===== src/rtl/ram_arbiter_pkg.sv =====
// Shared definitions for the two-port RAM arbiter: owner encoding,
// in-flight tag layout and the RAM window helper.
package ram_arbiter_pkg;

  // Owner encoding carried in every in-flight tag.
  localparam logic OWNER_M0 = 1'b0;
  localparam logic OWNER_M1 = 1'b1;

  // In-flight tag layout: {err, iswrite, owner, valid}.
  localparam int TAG_VALID   = 0;
  localparam int TAG_OWNER   = 1;
  localparam int TAG_ISWRITE = 2;
  localparam int TAG_ERR     = 3;
  localparam int TAG_W       = 4;

  // First byte address past the RAM window (4 bytes per word).
  function automatic logic [32:0] ram_limit(input int lgszw);
    return 33'd4 << lgszw;
  endfunction

endpackage


===== src/rtl/ram_arbiter_tagpipe.sv =====
// Fixed-depth shift register carrying one tag per accepted request until
// the matching RAM response (or local error reply) is due.
module ram_arbiter_tagpipe
  import ram_arbiter_pkg::*;
#(
  parameter int LATENCY = 1
) (
  input  logic             clk,
  input  logic             reset,
  input  logic [TAG_W-1:0] push_tag,
  output logic [TAG_W-1:0] head_tag
);

  logic [TAG_W-1:0] stage [LATENCY];

  // Shift every cycle; reset invalidates every in-flight tag.
  always_ff @(posedge clk) begin
    // NOTE: this small array is reset on purpose -- a stale valid bit would
    // surface as a phantom response. Non-blocking updates let every stage
    // read its neighbour's old value, which is what makes it a shift register.
    if (reset) begin
      for (int i = 0; i < LATENCY; i++) stage[i] <= '0;
    end else begin
      stage[0] <= push_tag;
      for (int i = 1; i < LATENCY; i++) stage[i] <= stage[i-1];
    end
  end

  assign head_tag = stage[LATENCY-1];

endmodule


===== src/rtl/ram_arbiter.sv =====
// Shares one block RAM between m0 (processor) and m1 (debug/loader):
// round-robin grant with an m1 lock, pass-through request path, tag
// pipeline matching the RAM read latency (1..4) and registered responses.
module ram_arbiter
  import ram_arbiter_pkg::*;
#(
  parameter int LGSZW   = 8,
  parameter int LATENCY = 1
) (
  input  logic             clk,
  input  logic             reset,
  input  logic             m0_rq_valid,
  output logic             m0_rq_ready,
  input  logic [31:0]      m0_rq_addr,
  input  logic             m0_rq_iswrite,
  input  logic [31:0]      m0_rq_data,
  output logic             m0_rs_valid,
  output logic [31:0]      m0_rs_data,
  output logic             m0_rs_err,
  input  logic             m1_rq_valid,
  output logic             m1_rq_ready,
  input  logic [31:0]      m1_rq_addr,
  input  logic             m1_rq_iswrite,
  input  logic [31:0]      m1_rq_data,
  input  logic             m1_rq_lock,
  output logic             m1_rs_valid,
  output logic [31:0]      m1_rs_data,
  output logic             m1_rs_err,
  output logic             ram_rq_en,
  output logic [LGSZW+1:0] ram_addr,
  output logic             ram_write_enable,
  output logic [31:0]      ram_write,
  input  logic             ram_rs_en,
  input  logic [31:0]      ram_read
);

  logic             last_grant;
  logic             lock_q;
  logic             grant_m0;
  logic             grant_m1;
  logic             accept;
  logic             sel_owner;
  logic [31:0]      sel_addr;
  logic [31:0]      sel_data;
  logic             sel_iswrite;
  logic             in_window;
  logic [TAG_W-1:0] push_tag;
  logic [TAG_W-1:0] head_tag;
  logic             head_read;

  // Grant: active m1 lock first, then round-robin on contention, else the lone requester.
  always_comb begin
    // NOTE: every output of a combinational block gets a default first so
    // no path leaves it unassigned, which would infer a latch.
    grant_m0 = 1'b0;
    grant_m1 = 1'b0;
    if (!reset) begin
      if (lock_q && m1_rq_valid && m1_rq_lock) begin
        grant_m1 = 1'b1;
      end else if (m0_rq_valid && m1_rq_valid) begin
        if (last_grant == OWNER_M1) grant_m0 = 1'b1;
        else                        grant_m1 = 1'b1;
      end else begin
        grant_m0 = m0_rq_valid;
        grant_m1 = m1_rq_valid;
      end
    end
  end

  assign m0_rq_ready = grant_m0;
  assign m1_rq_ready = grant_m1;

  // Request path: steer the winner straight to the RAM and build its tag.
  always_comb begin
    accept           = grant_m0 | grant_m1;
    sel_owner        = grant_m1 ? OWNER_M1 : OWNER_M0;
    sel_addr         = grant_m1 ? m1_rq_addr : m0_rq_addr;
    sel_data         = grant_m1 ? m1_rq_data : m0_rq_data;
    sel_iswrite      = grant_m1 ? m1_rq_iswrite : m0_rq_iswrite;
    in_window        = {1'b0, sel_addr} < ram_limit(LGSZW);
    ram_rq_en        = accept && in_window;
    ram_addr         = sel_addr[LGSZW+1:0];
    ram_write_enable = ram_rq_en && sel_iswrite;
    ram_write        = sel_data;
    push_tag         = '0;
    if (accept) begin
      push_tag[TAG_VALID]   = 1'b1;
      push_tag[TAG_OWNER]   = sel_owner;
      push_tag[TAG_ISWRITE] = sel_iswrite;
      push_tag[TAG_ERR]     = !in_window;
    end
  end

  // Round-robin pointer and lock state move only on an accepted grant.
  always_ff @(posedge clk) begin
    if (reset) begin
      last_grant <= OWNER_M1;
      lock_q     <= 1'b0;
    end else if (accept) begin
      last_grant <= sel_owner;
      lock_q     <= grant_m1 && m1_rq_lock;
    end else begin
      lock_q     <= 1'b0;
    end
  end

  ram_arbiter_tagpipe #(.LATENCY(LATENCY)) u_tagpipe (
    .clk      (clk),
    .reset    (reset),
    .push_tag (push_tag),
    .head_tag (head_tag)
  );

  assign head_read = head_tag[TAG_VALID] && !head_tag[TAG_ISWRITE] && !head_tag[TAG_ERR];

  // Register the response for the owner of the head tag; data only for in-window reads.
  always_ff @(posedge clk) begin
    if (reset) begin
      m0_rs_valid <= 1'b0;
      m0_rs_data  <= '0;
      m0_rs_err   <= 1'b0;
      m1_rs_valid <= 1'b0;
      m1_rs_data  <= '0;
      m1_rs_err   <= 1'b0;
    end else begin
      m0_rs_valid <= head_tag[TAG_VALID] && (head_tag[TAG_OWNER] == OWNER_M0);
      m0_rs_err   <= head_tag[TAG_VALID] && (head_tag[TAG_OWNER] == OWNER_M0) && head_tag[TAG_ERR];
      m0_rs_data  <= (head_read && (head_tag[TAG_OWNER] == OWNER_M0)) ? ram_read : '0;
      m1_rs_valid <= head_tag[TAG_VALID] && (head_tag[TAG_OWNER] == OWNER_M1);
      m1_rs_err   <= head_tag[TAG_VALID] && (head_tag[TAG_OWNER] == OWNER_M1) && head_tag[TAG_ERR];
      m1_rs_data  <= (head_read && (head_tag[TAG_OWNER] == OWNER_M1)) ? ram_read : '0;
    end
  end

  // An in-window head tag must coincide with the RAM response strobe.
  a_rs_missing: assert property (@(posedge clk) disable iff (reset)
    (head_tag[TAG_VALID] && !head_tag[TAG_ERR]) |-> ram_rs_en);

  // A RAM response strobe with no in-window head tag is unexpected.
  a_rs_stray: assert property (@(posedge clk) disable iff (reset)
    ram_rs_en |-> (head_tag[TAG_VALID] && !head_tag[TAG_ERR]));

endmodule


===== config.mk =====
export PLATFORM = sky130hd
export DESIGN_NAME = ram_arbiter
export DESIGN_NICKNAME = d
export VERILOG_FILES = /design/src/rtl/ram_arbiter_pkg.sv /design/src/rtl/ram_arbiter_tagpipe.sv /design/src/rtl/ram_arbiter.sv
export SDC_FILE = /design/constraint.sdc
export NUM_CORES = 1
export LEC_CHECK = 0
export ABC_AREA = 1
export CAP_MARGIN = 5
export CELL_PAD_IN_SITES_DETAIL_PLACEMENT = 1
export CELL_PAD_IN_SITES_GLOBAL_PLACEMENT = 2
export CORE_ASPECT_RATIO = 0.7
export CORE_MARGIN = 3
export CORE_UTILIZATION = 27
export DETAILED_ROUTE_END_ITERATION = 8
export DONT_BUFFER_PORTS = 1
export PLACE_DENSITY = 0.81
export SYNTH_ARGS = -nofsm -noshare
export SYNTH_HDL_FRONTEND = slang
export SYNTH_SLANG_ARGS = --single-unit

===== constraint.sdc =====
create_clock -name clk -period 1.7 [get_ports clk]
set_input_delay 0.51 -clock clk [delete_from_list [all_inputs] [get_ports clk]]
set_output_delay 0.51 -clock clk [all_outputs]
set_load 0.02 [all_outputs]

==> flow_summary.toml <==
[timing]
rsz0062_at_grt = "true"
setup_slack_ns = -0.308
clock.fmax_mhz = 498
hold_viol = 0
clock_skew_ns = 0.00464
maxSlewViolCount = 0
worst_slew_margin_rel_pct = 76.9
tightest_slew_ns = 0.347
finalCritPeriodShare_pct = 118
setup_viol = 46
holdWs_ns = 0.253
fin_crit_ns = 2.01
setup_tns_ns = -11.91

[clock_network]
numCtsBuffers = 9
cts_tree = "built"
cts_sinks = 74
root_buffer = "clkbuf_16"
cts_buffer_depth = 2
clk_pin_slew_ns = 0.06
htree_levels = 3
insertion_delay_ns = 0.33

[power]
power_leakage_uw = 0.00180
power_density_nw_per_um2 = 1150
ir_worst_vdd_mv = 0.554

[synthesis]
synth_ff_type = "dfxtp_1"
synth_cell_type_count = 21
synth_common_cells = "143 x nand2_1, 94 x nor2_1, 74 x dfxtp_1"
yosysSeqAreaShare_pct = 53.6
synth_simple_gate_area_share_pct = 35.9
ys_seq_elements = 74
synth-compound-area-share_pct = 1.81
synth_edf_count = 0
syn-num-nets = 555
syn-cell-area_um2 = 2760
synthCells = 387
synth_top_cell_area_share_pct = 53.6
synth_top_area_cell = "dfxtp_1"
synth_most_common_cell = "nand2_1"
ys_warn_count = 0
avgSynthCellArea_um2 = 7.14
synth_mux_area_share_pct = 0
synth-xor-area-share_pct = 0
synthArstFlopShare_pct = 0
ys_top_cells_by_area = "dfxtp_1 54%, nand2_1 19%, nor2_1 13%"
synth-adder-area-share_pct = 0
synth_top_family_by_area = "simple AND/OR/NAND/NOR gates"

[route]
vias_per_cell = 4.55
drc = 0
routedWlPerCell_um = 17.3
drtPass1Iterations = 4
totalWireLength_um = 9210
ant_nets = 0
dr.first_iter.drc_count = 42
vias = 2425

[placement]
gp_congestion = 0.813
post-place-ws_ns = -0.211
hpwlAfterDp_um = 7600
port_buffers = 0

[job]
maxCapViolCount = 0

[grt]
antenna_found_initial = 0
grt_first_pass_wirelength_um = 13700
first_global_vias = 2524
overflow = 0
grtUsageTotal_pct = 15.2
grt_max_degree = 34

[critical_path]
path_class = "reg2out"
reg2reg_from = "last_grant$_SDFFE_PP1N_"
r2r_setup_slack_ns = 0.43
rr_worst_depth = 8
cp-start-kind = "flip-flop"
cp-end-kind = "output pin"
crit_path_end = "ram_write_enable"
crit_fanout = 5
crit_path_start = "last_grant$_SDFFE_PP1N_"
crit_arrival_ns = 1.50
critPathRequiredTime_ns = 1.19
r2r-end = "u_tagpipe.stage[0][3]$_SDFF_PP0_"

[die]
die_h_um = 90.7
die-area_um2 = 11500
initial_core_util_pct = 28.1
die_x_um = 127
fp-row-count = 30
ioPinCount = 282
core_um2 = 9830

[finish]
synthToLayoutAreaGrowth_pct = 35.2
post_route_cells_drive_above_1_share_pct = 27.2
final_nets = 568
num_antenna_cells = 0

[outcome]
violations = "setup timing"
status = "finished with violations"

[hold_path]
hold_path_class = "in2reg"
min_from = "reset"
critical path: stages, from the launching register on:
cell and delay (ns):
dfxtp_2 0.35, nand2_4 0.06, nand2_4 0.10, nand2_4 0.07, nand2_8 0.08, nand4_1 0.11
buf_6 0.15, a21oi_4 0.24
worst min path at each step:
stage	cells past startpoint	endpoint
6_report	1	u_tagpipe.stage[0][1]$_SDFF_PP0_
2_1_floorplan	2	m0_rs_err$_SDFF_PP0_
3_5_place_dp	2	m0_rs_err$_SDFF_PP0_
3_3_place_gp	2	m0_rs_err$_SDFF_PP0_
4_1_cts	1	u_tagpipe.stage[0][1]$_SDFF_PP0_
5_1_grt	1	u_tagpipe.stage[0][1]$_SDFF_PP0_
through the flow:
stage	instance area [um2]	std cells	util [%]	total power, uW
floorplan	3030	387	-	2260
global placement	3260	514	33.1	2360
detailed placement	3260	514	33.1	2380
CTS	3650	532	37.2	4330
global route	3740	533	38.0	4480
finish	3740	533	38.0	4290
per-layer routing:
| metal | vias to the layer above | track usage [%] | part of all wire (%) |
|---|---|---|---|
| li1 | 1160 | - | - |
| met1 | 1121 | 17.3 | 37 |
| met2 | 131 | 27.1 | 54 |
| met3 | 13 | 4.20 | 7.1 |
| met4 | 0 | 5.54 | 1.9 |
| met5 | - | 0 | 0 |
state kept, by name, summed over array words and instances (netlist names):
signal / count
lock_q: 1
m1_rs_valid: 1
m0_rs_err: 1
m1_rs_err: 1
last_grant: 1
m0_rs_valid: 1
m1_rs_data: 32
u_tagpipe.stage: 4
m0_rs_data: 32
logic make-up (layout without fill, tap and decap cells):
group | Yosys count | in the layout
AOI/OAI and AO/OA | 7 | 7
and+or+nand+nor | 251 | 251
DFF | 74 | 74
buffers and inverters | 55 | 73
area by class of cell:
type | instances | area [um2]
Timing Repair Buffer | 16 | 199
Clock inverter | 7 | 82.6
Clock buffer | 9 | 225
Inverter | 41 | 154
Multi-Input combinational cell | 258 | 1430
Tap cell | 128 | 160
Fill cell | 1164 | 6100
Sequential cell | 74 | 1480
power by group:
part           leakage (uW)  internal, uW  total (uW)  switching (uW)
registers          0.000600          1780        1850            66.3
clock network      0.000145          1160        1920             756
logic               0.00106           158         524             366
total               0.00180          3100        4290            1190
cell usage in the layout (no fill, tap or decap), types with 2 or more instances in the layout:
cell type	n
dfxtp_2	2
a21oi_1	2
nor2_1	93
inv_6	3
inv_2	3
nor3_1	2
nand3_1	2
buf_12	6
clkinvlp_4	2
nand2_4	37
inv_1	38
nand2_1	82
a21oi_4	3
buf_4	9
dfxtp_1	72
nand4_1	2
nand2_2	25
clkbuf_16	9
repair_timing:
item,CTS,global route
setup buffers,2,1
endpoints found under the hold margin,0,0
hold buffers,0,0
endpoints found under the setup margin,46,46
resized for setup,19,18
pin swaps,6,8
No activity file was read; power rests on OpenSTA's default activity.
